--- src/rtl/uart_pkg.sv ---
// Shared definitions for the configurable-baud UART pair (transmitter and receiver).
package uart_pkg;

  localparam int                BAUD_W    = 16;
  localparam int                DATA_BITS = 8;
  localparam logic [BAUD_W-1:0] MIN_BAUD  = 16'd4;

  typedef enum logic [1:0] {
    IDLE  = 2'd0,
    START = 2'd1,
    DATA  = 2'd2,
    STOP  = 2'd3
  } rx_state_t;

endpackage

--- src/rtl/uart_rx_sync.sv ---
// Two-flop synchronizer for the serial line plus a one-cycle falling-edge pulse.
module uart_rx_sync (
  input  logic clk,
  input  logic rst,
  input  logic rx,
  output logic rx_s,
  output logic fall
);

  logic s1, s2, s2_q;

  // All stages reset high so the idle line never looks like a start edge.
  always_ff @(posedge clk or posedge rst) begin
    if (rst) begin
      s1   <= 1'b1;
      s2   <= 1'b1;
      s2_q <= 1'b1;
    end else begin
      s1   <= rx;
      s2   <= s1;
      s2_q <= s2;
    end
  end

  assign rx_s = s2;
  assign fall = s2_q & ~s2;

endmodule

--- src/rtl/uart_rx_cfg_bd.sv ---
// 8N1 UART receiver with a runtime bit period, sticky ready flag, framing and overrun flags.
// Handshake: rdy stays high until clr_rdy is pulsed (or a new start edge is seen); clr_rdy is a one-cycle acknowledge.
module uart_rx_cfg_bd
  import uart_pkg::*;
#(
  parameter int                DATA_BITS = uart_pkg::DATA_BITS,
  parameter logic [BAUD_W-1:0] MIN_BAUD  = uart_pkg::MIN_BAUD
) (
  input  logic                 clk,
  input  logic                 rst,
  input  logic                 RX,
  input  logic [BAUD_W-1:0]    baud_cnt,
  input  logic                 clr_rdy,
  output logic [DATA_BITS-1:0] rx_data,
  output logic                 rdy,
  output logic                 frm_err,
  output logic                 ovr_err,
  output rx_state_t            dbg_state
);

  localparam int BW = (DATA_BITS > 1) ? $clog2(DATA_BITS) : 1;

  rx_state_t         state, state_nx;
  logic              rx_s, fall;
  logic [BAUD_W-1:0] bp, bp_eff, cnt;
  logic [BW-1:0]     bit_cnt;
  logic              unack;
  logic              expire, start_det, start_ok, shift_en, stop_done;

  uart_rx_sync u_sync (
    .clk  (clk),
    .rst  (rst),
    .rx   (RX),
    .rx_s (rx_s),
    .fall (fall)
  );

  assign bp_eff    = (baud_cnt < MIN_BAUD) ? MIN_BAUD : baud_cnt;
  assign expire    = (cnt <= 16'd1);
  assign dbg_state = state;

  always_ff @(posedge clk or posedge rst) begin
    if (rst) state <= IDLE;
    else     state <= state_nx;
  end

  always_comb begin
    state_nx  = state;
    start_det = 1'b0;
    start_ok  = 1'b0;
    shift_en  = 1'b0;
    stop_done = 1'b0;
    case (state)
      IDLE: begin
        if (fall) begin
          start_det = 1'b1;
          state_nx  = START;
        end
      end
      START: begin
        if (expire) begin
          if (rx_s) begin
            state_nx = IDLE;
          end else begin
            start_ok = 1'b1;
            state_nx = DATA;
          end
        end
      end
      DATA: begin
        if (expire) begin
          shift_en = 1'b1;
          if (bit_cnt == BW'(DATA_BITS - 1)) state_nx = STOP;
        end
      end
      STOP: begin
        if (expire) begin
          stop_done = 1'b1;
          state_nx  = IDLE;
        end
      end
      default: state_nx = IDLE;
    endcase
  end

  // Bit timing: half period to reach mid start bit, then whole periods.
  always_ff @(posedge clk or posedge rst) begin
    if (rst) begin
      bp      <= '0;
      cnt     <= '0;
      bit_cnt <= '0;
      rx_data <= '0;
    end else begin
      if (start_det) begin
        bp  <= bp_eff;
        cnt <= bp_eff >> 1;
      end else if (state != IDLE) begin
        if (expire) cnt <= bp;
        else        cnt <= cnt - 16'd1;
      end
      if (start_ok)      bit_cnt <= '0;
      else if (shift_en) bit_cnt <= bit_cnt + BW'(1);
      if (shift_en) rx_data <= {rx_s, rx_data[DATA_BITS-1:1]};
    end
  end

  // rdy is also dropped at each start edge, so overrun is judged against
  // unack, which only an explicit clr_rdy acknowledges.
  always_ff @(posedge clk or posedge rst) begin
    if (rst) begin
      rdy     <= 1'b0;
      frm_err <= 1'b0;
      ovr_err <= 1'b0;
      unack   <= 1'b0;
    end else if (stop_done) begin
      rdy     <= 1'b1;
      frm_err <= ~rx_s;
      unack   <= 1'b1;
      if (!clr_rdy) ovr_err <= ovr_err | unack;
    end else begin
      if (clr_rdy || start_det) rdy <= 1'b0;
      if (start_det) frm_err <= 1'b0;
      if (clr_rdy) begin
        ovr_err <= 1'b0;
        unack   <= 1'b0;
      end
    end
  end

endmodule
--- config.mk ---
export PLATFORM = sky130hd
export DESIGN_NAME = uart_rx_cfg_bd
export DESIGN_NICKNAME = d
export VERILOG_FILES = /design/src/rtl/uart_pkg.sv /design/src/rtl/uart_rx_sync.sv /design/src/rtl/uart_rx_cfg_bd.sv
export SDC_FILE = /design/constraint.sdc
export NUM_CORES = 1
export LEC_CHECK = 0
export ABC_AREA = 1
export BUFFER_PORTS_ARGS = -buffer_cell sky130_fd_sc_hd__buf_4
export CAP_MARGIN = 20
export CORE_MARGIN = 4
export CORE_UTILIZATION = 54
export CTS_BUF_LIST = sky130_fd_sc_hd__clkbuf_8
export DETAILED_ROUTE_END_ITERATION = 10
export PLACE_DENSITY = 0.78
export SYNTH_ARGS = -nofsm -noshare
export SYNTH_HDL_FRONTEND = slang
export SYNTH_SLANG_ARGS = --single-unit
--- constraint.sdc ---
create_clock -name clk -period 1.9 [get_ports clk]
set_clock_uncertainty 0.2 [all_clocks]
set_input_delay 0.19 -clock clk [delete_from_list [all_inputs] [get_ports clk]]
set_output_delay 0.19 -clock clk [all_outputs]
set_load 0.05 [all_outputs]
==> results_dict.tcl, run 1 <==
set metrics [dict create \
    clk_latency_ns 0.31 \
    report.final.slew_viol_count 0 \
    critical_path_class "reg -> reg" \
    worst_hold_slack_ns 0.05789 \
    hold_viol 0 \
    cts_max_level 2 \
    synth_area_leaders "dfrtp_1 43%, nand2_1 19%, nand3_1 6.0%" \
    dpl.hpwl_mm 5.087 \
    final_nets 492 \
    synth_edf_count 0 \
    regToRegStartpoint "cnt[0]" \
    cp-start-kind "flip-flop" \
    die_h_um 80.37 \
    drv_cap 0 \
    crit_fanout 6 \
    diodes 0 \
    hold_class "in -> reg" \
    synthXorXnorAreaFrac_pct 1.239 \
    vias 2918 \
    cts_root_buffer "clkbuf_8" \
    io_pins 33 \
    power_uw 4594 \
    rsz0062_at_grt "true" \
    rr_endpoint "cnt[0]" \
    endpoint_kind "flip-flop" \
    ant_nets 0 \
    synth_compound_area_share_pct 7.699 \
    r2r_slack_ns -0.01 \
    grt_pass1_wl_mm 12.24 \
    cp-endpoint "cnt[0]" \
    synth_top_family_by_area "simple AND/OR/NAND/NOR gates" \
    violations "negative setup slack" \
    min_from "baud_cnt[2]" \
    async_reset_ff_share_pct 100.0 \
    synth_mux_area_share_pct 0 \
    synth_top_area_cell "dfrtp_1" \
    power.density_nw_per_um2 1191 \
    core-area_um2 5107 \
    status "finished with violations" \
    crit_arrival_ns 1.90 \
    slew_headroom_pct 69.48 \
    wl_mm 7.880 \
    fp.dieW_um 80.37 \
    yosysTopAreaCellShare_pct 43.36 \
    gp_congestion 0.8876 \
    drc 0 \
    fin_crit_sh_pct 100.7 \
    worstRegToRegCells 9 \
    grt_remaining_overflow 0 \
    yosysSeqAreaShare_pct 46.15 \
    drive_above_1_share_pct 26.50 \
    ir_drop_mv 0.6388 \
    cts_tree "yes" \
    syn_inst 383 \
    drt_iter0_markers 261 \
    initial_core_util_pct 55.37 \
    layout_min_cycle_time_ns 1.914 \
    cts_inserted_buffers 5 \
    hold_depth 5 \
    synth_fp_nets 408 \
    required_ns 1.89 \
    fmax_mhz 522.4 \
    synthDistinctLibCells 27 \
    fill_cells 340 \
    numClockSinks 52 \
    cp-startpoint "cnt[0]" \
    wl_per_cell_um 14.65 \
    antenna_found_initial 0 \
    synth.cells.most_frequent "140 x nand2_1, 49 x dfrtp_1, 39 x nor2_1" \
    grt_util_all_layers_pct 24.52 \
    clk_pin_slew_worst_paths_ns 0.09 \
    fp-row-count 26 \
    yosysWarnings 0 \
    synth-simple-area-share_pct 35.88 \
    fin_ws_ns -0.01407 \
    die-area_um2 6459 \
    vias_per_cell 5.424 \
    synth_area_um2 2828 \
    yosysMostFrequentCell "nand2_1" \
    synth_flop_cell "dfrtp_1" \
    first_pass_iters 5 \
    clockBufferDepth 2 \
    areaGrowthSynthToFinish_pct 36.42 \
    synthAdderAreaFrac_pct 2.212 \
    finalSetupViolCount 1 \
    worst_pin_slew_ns 0.4572 \
    yosys_register_bits 52 \
    grt_max_degree 32 \
    p_leak_uw 0.001978 \
    port_buffers 32 \
    syn_area_per_cell_um2 7.383 \
    grt_pass1_vias 2787 \
]
-- sequential cells by signal (all words and copies together) (netlist names), 3 cells and up, named ones only --
register / cells
rx_data: 8
cnt: 16
bit_cnt: 3
bp: 16
-- worst min path at each step --
stage	end	slack (ns)
floorplan	u_sync.s1	-0.006
global placement	rx_data[2]	0.03
detailed placement	rx_data[1]	0.04
CTS	bp[2]	0.06
global route	bp[2]	0.09
finish	bp[2]	0.06
-- routing by layer --
metal,vias to the layer above,GRT usage [%],wire (um)
met5,-,0,0
met4,0,11.49,293
met3,37,4.709,457
met2,132,41.89,3956
met1,1373,29.66,3171
li1,1376,-,-
-- critical path, stage by stage (launching register included) --
cell	delay, ns
dfrtp_2	0.46
inv_2	0.09
ha_4	0.14
buf_4	0.12
nand2_2	0.14
a21oi_4	0.22
buf_4	0.14
nand3_1	0.09
nand3_1	0.10
a21oi_1	0.08
-- kinds of logic after synthesis --
logic type               after synthesis
adder cells (fa/ha/maj)                5
buffers and inverters                 46
AO/OA/AOI/OAI                         42
AND/OR/NAND/NOR                      234
flip-flops                            52
XOR/XNOR                               4
-- layout make-up --
class / count / area [um^2] / area share, %
clock buffers: 5 / 68.82 / 1.784
clock inverters: 3 / 63.81 / 1.654
inverters: 37 / 141.4 / 3.665
multi-input cells: 285 / 1466 / 38.02
flip-flops and latches: 52 / 1308 / 33.90
well taps: 70 / 87.58 / 2.271
repair buffers: 86 / 721.9 / 18.72
-- metrics by stage --
| stage | setup TNS [ns] | instances | worst slack, ns | util [%] | cell area (um^2) |
|---|---|---|---|---|---|
| final | -0.01407 | 538 | -0.01407 | 75.53 | 3857 |
| after global routing | -0.9119 | 538 | -0.08584 | 75.53 | 3857 |
| after CTS | -0.04256 | 539 | -0.02809 | 73.32 | 3745 |
| after detailed placement | -0.04730 | 509 | -0.04730 | 66.36 | 3390 |
| after global placement | 0 | 509 | 0.02076 | 66.36 | 3390 |
| after floorplan | -0.007645 | 383 | -0.007645 | - | 2855 |
-- placed cells by master (no fill, tap or decap), types with 3 or more instances in the layout --
master	instances
nand3_1	32
dlygate4sd3_1	18
nand2_2	5
nor2_4	9
dfstp_2	3
nand2_1	137
nand4_1	4
clkbuf_8	5
inv_1	30
buf_4	63
o21ai_1	5
dfrtp_1	47
inv_2	7
nor2_1	35
a21oi_1	5
ha_4	3
a21oi_2	7
nor2_2	4
buf_6	3
o21ai_0	20
-- where the power goes --
part / internal (uW) / total (uW) / switching, uW / leakage, uW
Sequential: 1440 / 1660 / 222 / 0.000653
Combinational: 816 / 2050 / 1230 / 0.00126
Clock: 521 / 891 / 369 / 0.0000695
Total: 2770 / 4590 / 1820 / 0.00198
-- repair_timing --
action | CTS | global route
buffers inserted | 4 | 0
pin swaps | 2 | 9
setup endpoints to repair | 8 | 28
hold buffers | 18 | 0
endpoints found under the hold margin | 38 | 0
resized for setup | 3 | 31
(Power assumes the default switching activity.)
==> run 2: changes to the inputs <==
Settings changed: CORE_ASPECT_RATIO set to 1.5.
==> run 2 against run 1 <==
The run now ends clean. Die area is 0.36% higher. Sequential share of layout area rose by 0.91 points. Final cell count shrank 0.37%. Non-clock buffer count unchanged. Total power is 5.7% lower. Combinational power shrank 6%. Wire length fell by 2.1%. Sequential power barely moved. Setup slack better by 0.022 ns.
==> results_dict.tcl, run 2 (synthesized netlist as in run 1, its figures left out) <==
set metrics [dict create \
    status "finished clean" \
    clk_pin_slew_worst_paths_ns 0.09 \
    slew_headroom_pct 73.32 \
    port_buffers 32 \
    drt_iter0_markers 226 \
    crit_arrival_ns 1.89 \
    hold_viol 0 \
    final_cell_mix "138 x nand2_1, 67 x buf_4, 47 x dfrtp_1, 37 x nor2_1, 34 x nand3_1" \
    cp-start-kind "flip-flop" \
    reg.largest.list "bp: 16 flops, cnt: 16 flops, rx_data: 8 flops" \
    diodes 0 \
    postLayoutCellArea_um2 3756 \
    drv_cap 0 \
    clk_latency_ns 0.31 \
    pre_cts_ws_ns -0.001112 \
    dpl_cell_area_um2 3395 \
    worst_pin_slew_ns 0.3996 \
    cp-startpoint "cnt[2]" \
    grt_util_all_layers_pct 25.45 \
    fp.dieW_um 67.09 \
    layout_min_cycle_time_ns 1.893 \
    min_from "baud_cnt[2]" \
    drive_above_1_share_pct 24.15 \
    p_leak_uw 0.001952 \
    finalSetupViolCount 0 \
    core-area_um2 5125 \
    crit_fanout 6 \
    grt_max_degree 36 \
    fin_crit_sh_pct 99.61 \
    regToRegStartpoint "cnt[2]" \
    vias 2830 \
    fin_ws_ns 0.007457 \
    areaGrowthSynthToFinish_pct 32.83 \
    fmax_mhz 528.4 \
    critical_path_class "reg -> reg" \
    clockBufferDepth 2 \
    io_pins 33 \
    cts_inserted_buffers 5 \
    grt_pass1_vias 2874 \
    hold_class "in -> reg" \
    drc 0 \
    fp-row-count 32 \
    cts_tree "yes" \
    endpoint_kind "flip-flop" \
    dpl.hpwl_mm 5.479 \
    grt_pass1_wl_mm 12.85 \
    grt_remaining_overflow 0 \
    wl_mm 7.715 \
    numClockSinks 52 \
    antenna_found_initial 0 \
    vias_per_cell 5.280 \
    cts_max_level 2 \
    die-area_um2 6482 \
    first_pass_iters 6 \
    rsz0062_at_grt "true" \
    wl_per_cell_um 14.39 \
    layout_commonest_cell "nand2_1" \
    die_h_um 96.63 \
    cts_root_buffer "clkbuf_8" \
    ant_nets 0 \
    report.final.slew_viol_count 0 \
    power.density_nw_per_um2 1153 \
    initial_core_util_pct 55.18 \
    final_nets 492 \
    required_ns 1.90 \
    gp_congestion 0.9331 \
    ir_drop_mv 0.7522 \
]
## run 2: cell count changes in the layout (fill, tap and decap cells not counted), moves of 3 or more
| cell | delta |
|---|---|
| a21oi_1 | +6 |
| buf_6 | -3 |
| a21oi_2 | -5 |
| o21ai_1 | +3 |
| o21ai_0 | -3 |
| buf_4 | +4 |
## run 2: path summary, 6_finish.rpt
kind                               end  slack (ns)  cells after the start
max                            ovr_err       0.007                      9
min                              bp[2]        0.05                      5
max reg2reg                    ovr_err       0.007                      9
min reg2reg                u_sync.rx_s        0.16                      0
max in group asynchronous  u_sync.s2_q        0.70                      4
min in group asynchronous      cnt[10]        0.22                      3
## run 2: where the power goes
| group | total, uW | internal (uW) | switching, uW |
|---|---|---|---|
| Combinational | 1920 | 779 | 1140 |
| Sequential | 1660 | 1440 | 226 |
| Clock | 747 | 386 | 361 |
| Total | 4330 | 2600 | 1730 |
## run 2: layout make-up
type / instances / area [um^2]
inverter: 37 / 141.4
clock buffer: 5 / 68.82
clock inverter: 3 / 38.79
tap: 68 / 85.08
sequential: 52 / 1308
multi-input combinational: 285 / 1411
fill: 399 / 1369
timing repair buffer: 86 / 703.2
## run 2: timing repair
action | CTS | global route
resized for setup | 5 | 14
pin swaps | 2 | 3
hold buffers | 18 | 0
endpoints found under the hold margin | 36 | 0
setup buffers | 0 | 2
endpoints found under the setup margin | 2 | 21
## run 2: metrics by stage
| step | total power, uW | hold WS, ns | cells | utilization, % | TNS, ns |
|---|---|---|---|---|---|
| after CTS | 4201 | 0.04373 | 534 | 72.00 | 0 |
| after detailed placement | 3401 | 0.005442 | 508 | 66.24 | -0.001112 |
| after global placement | 3350 | 0.008380 | 508 | 66.24 | 0 |
| after global routing | 4628 | 0.09129 | 536 | 73.29 | -0.1271 |
| final | 4332 | 0.05471 | 536 | 73.29 | 0 |
| after floorplan | 2769 | -0.005522 | 383 | - | -0.007645 |
## run 2: worst max-delay path, cell delays in order (launching register included)
cell and delay [ns]:
dfrtp_1 0.43, nor2_1 0.24, o21ai_2 0.11, nor2_4 0.15
nand2_4 0.10, inv_4 0.08, nand3_4 0.07, ha_4 0.25
a21oi_2 0.11, a21oi_1 0.05
## run 2: per-layer routing
layer  share of wire (%)  global-route usage [%]  vias to the layer above
met1                  37                   30.02                     1350
met5                   0                       0                        -
met4                 2.9                   8.750                        0
li1                    -                       -                     1374
met2                  56                   45.76                       87
met3                 3.8                   3.136                       19
==> run 3: changes to the inputs <==
Settings changed: CAP_MARGIN 20 to not set, SETUP_SLACK_MARGIN set to 0.3.
==> run 3 against run 2 <==
The run now ends with negative setup slack left. First-iteration DRC count increased by 31%. Register-to-register slack worse by 0.06 ns. Design area is 9.4% higher. Sequential power grew 3%. Largest cell class unchanged. Highest routed layer unchanged.
==> results_dict.tcl, run 3 (synthesized netlist as in run 1, its figures left out) <==
set metrics [dict create \
    status "finished with violations" \
    violations "negative setup slack" \
    crit_family "simple AND/OR/NAND/NOR gates" \
    worst_path_largest_cell_delay_ns 0.47 \
    p_int_uw 2726 \
    first_pass_iters 7 \
    fp-row-count 32 \
    slew_headroom_pct 65.96 \
    reg.largest.list "bp: 16 flops, cnt: 16 flops, rx_data: 8 flops" \
    hold_class "in -> reg" \
    rr_endpoint "rx_data[3]" \
    seqPwrFrac_pct 35.7 \
    fp.dieW_um 67.09 \
    layout_min_cycle_time_ns 1.953 \
    postLayoutCellArea_um2 4108 \
    grt_pass1_wl_mm 14.17 \
    layout_commonest_cell "nand2_1" \
    finalCoreUtilization_pct 80.15 \
    path_cells "inv_2 -> ha_4 -> o21ai_4 -> nor2_4 -> nand2_4 -> buf_12 -> nor2_4 -> buf_6 -> nand2_1 -> nand2_1" \
    cts_tree "yes" \
    topRoutingLayerUsed "met4" \
    cp-start-kind "flip-flop" \
    crit_path_top_delay_cell "dfrtp_2" \
    r2r_slack_ns -0.05 \
    wl_per_cell_um 18.32 \
    initial_core_util_pct 55.18 \
    fmax_mhz 512.0 \
    hold_viol 0 \
    vias_per_cell 5.720 \
    ir_drop_mv 0.7556 \
    io_pins 33 \
    grt_pass1_vias 3116 \
    drv_cap 0 \
    ant_nets 0 \
    hold_depth 3 \
    gp_congestion 0.8905 \
    rsz0062_at_grt "true" \
    grt_remaining_overflow 0 \
    min_to "cnt[13]" \
    regToRegStartpoint "cnt[0]" \
    wl_met2_mm 5.390 \
    areaGrowthSynthToFinish_pct 45.27 \
    drive_above_1_share_pct 34.23 \
    power.density_nw_per_um2 1169 \
    comb_power_share_pct 50.8 \
    required_ns 1.96 \
    dp.cells 502 \
    fill_cells 301 \
    vias 3146 \
    seqCellArea_um2 1309 \
    cp.buffers_inverters 3 \
    numClockSinks 52 \
    fin_ws_ns -0.05312 \
    cts_max_level 2 \
    pwr-share-clk_pct 13.5 \
    port_buffers 32 \
    min_from "baud_cnt[14]" \
    crit_arrival_ns 2.01 \
    drt-met1-wl_mm 3.488 \
    route.met3.wl_um 650 \
    endpoint_kind "flip-flop" \
    p_leak_uw 0.002086 \
    diodes 0 \
    p_switching_uw 2077 \
    dpl.hpwl_mm 5.500 \
    clk_latency_ns 0.32 \
    worst_pin_slew_ns 0.5095 \
    final_cell_mix "123 x nand2_1, 67 x buf_4, 46 x dfrtp_1, 30 x nor2_1, 30 x nand3_1" \
    report.final.slew_viol_count 0 \
    critical_path_class "reg -> reg" \
    power_uw 4803 \
    cts_inserted_buffers 5 \
    wl_mm 10.08 \
    dpl_cell_area_um2 3379 \
    p_sw_share_pct 43.25 \
    core-area_um2 5125 \
    multi_input_area_um2 1598 \
    clk_pin_slew_worst_paths_ns 0.10 \
    final_nets 506 \
    grt_max_degree 24 \
    worst_hold_slack_ns 0.02813 \
    antenna_found_initial 0 \
    die-area_um2 6482 \
    die_h_um 96.63 \
    drc 0 \
    crit_fanout 8 \
    drt_iter0_markers 297 \
    fin_crit_sh_pct 102.8 \
    cts_root_buffer "clkbuf_8" \
    clockBufferDepth 2 \
    worstRegToRegCells 10 \
    fin_cells 550 \
    finalSetupViolCount 8 \
    grt_util_all_layers_pct 28.43 \
]
==> run 3: routing by layer <==
layer	track usage [%]	vias up
met1	30.88	1508
met3	4.762	54
met2	50.45	178
li1	-	1406
met4	14.84	0
met5	0	-
==> run 3: power by group through the flow <==
stage               sequential (uW)  combinational, uW  clock, uW
floorplan                      1690               1140          0
global placement               1650               1710          0
detailed placement             1660               1750          0
CTS                            1650               1920        634
global route                   1740               2620        694
finish                         1710               2440        650
==> run 3: cell type report <==
type | instances | share of cell area (%)
Clock buffer | 5 | 1.675
Inverter | 37 | 3.716
Clock inverter | 3 | 0.4874
Sequential cell | 52 | 31.86
Multi-Input combinational cell | 286 | 38.90
Tap cell | 68 | 2.071
Timing Repair Buffer | 99 | 21.29
==> run 3: tightest hold or removal path, cell delays in order <==
cell and delay, ns:
buf_4 0.09, o21ai_0 0.08, a21oi_1 0.14
==> run 3: metrics by stage <==
stage	setup slack (ns)	TNS, ns
floorplan	0.05209	0
global placement	0.03735	0
detailed placement	-0.02626	-0.03687
CTS	0.09916	0
global route	-0.1283	-1.412
finish	-0.05312	-0.1792
==> run 3: worst max-delay path by stage <==
stage | start | endpoint | slack, ns | cells after the start
2_1_floorplan | cnt[0] | ovr_err | 0.05 | 10
3_3_place_gp | cnt[0] | cnt[3] | 0.04 | 9
3_5_place_dp | cnt[0] | cnt[3] | -0.03 | 10
4_1_cts | cnt[0] | ovr_err | 0.1 | 10
5_1_grt | cnt[0] | rx_data[3] | -0.13 | 10
6_report | cnt[0] | rx_data[3] | -0.05 | 10
==> run 3: repair_timing <==
item | in CTS | in global routing
pin swaps | 7 | 11
hold buffers | 18 | 0
endpoints found under the hold margin | 38 | 0
setup endpoints to repair | 37 | 44
setup buffers | 8 | 13
cloned | 1 | 0
resized for setup | 27 | 53
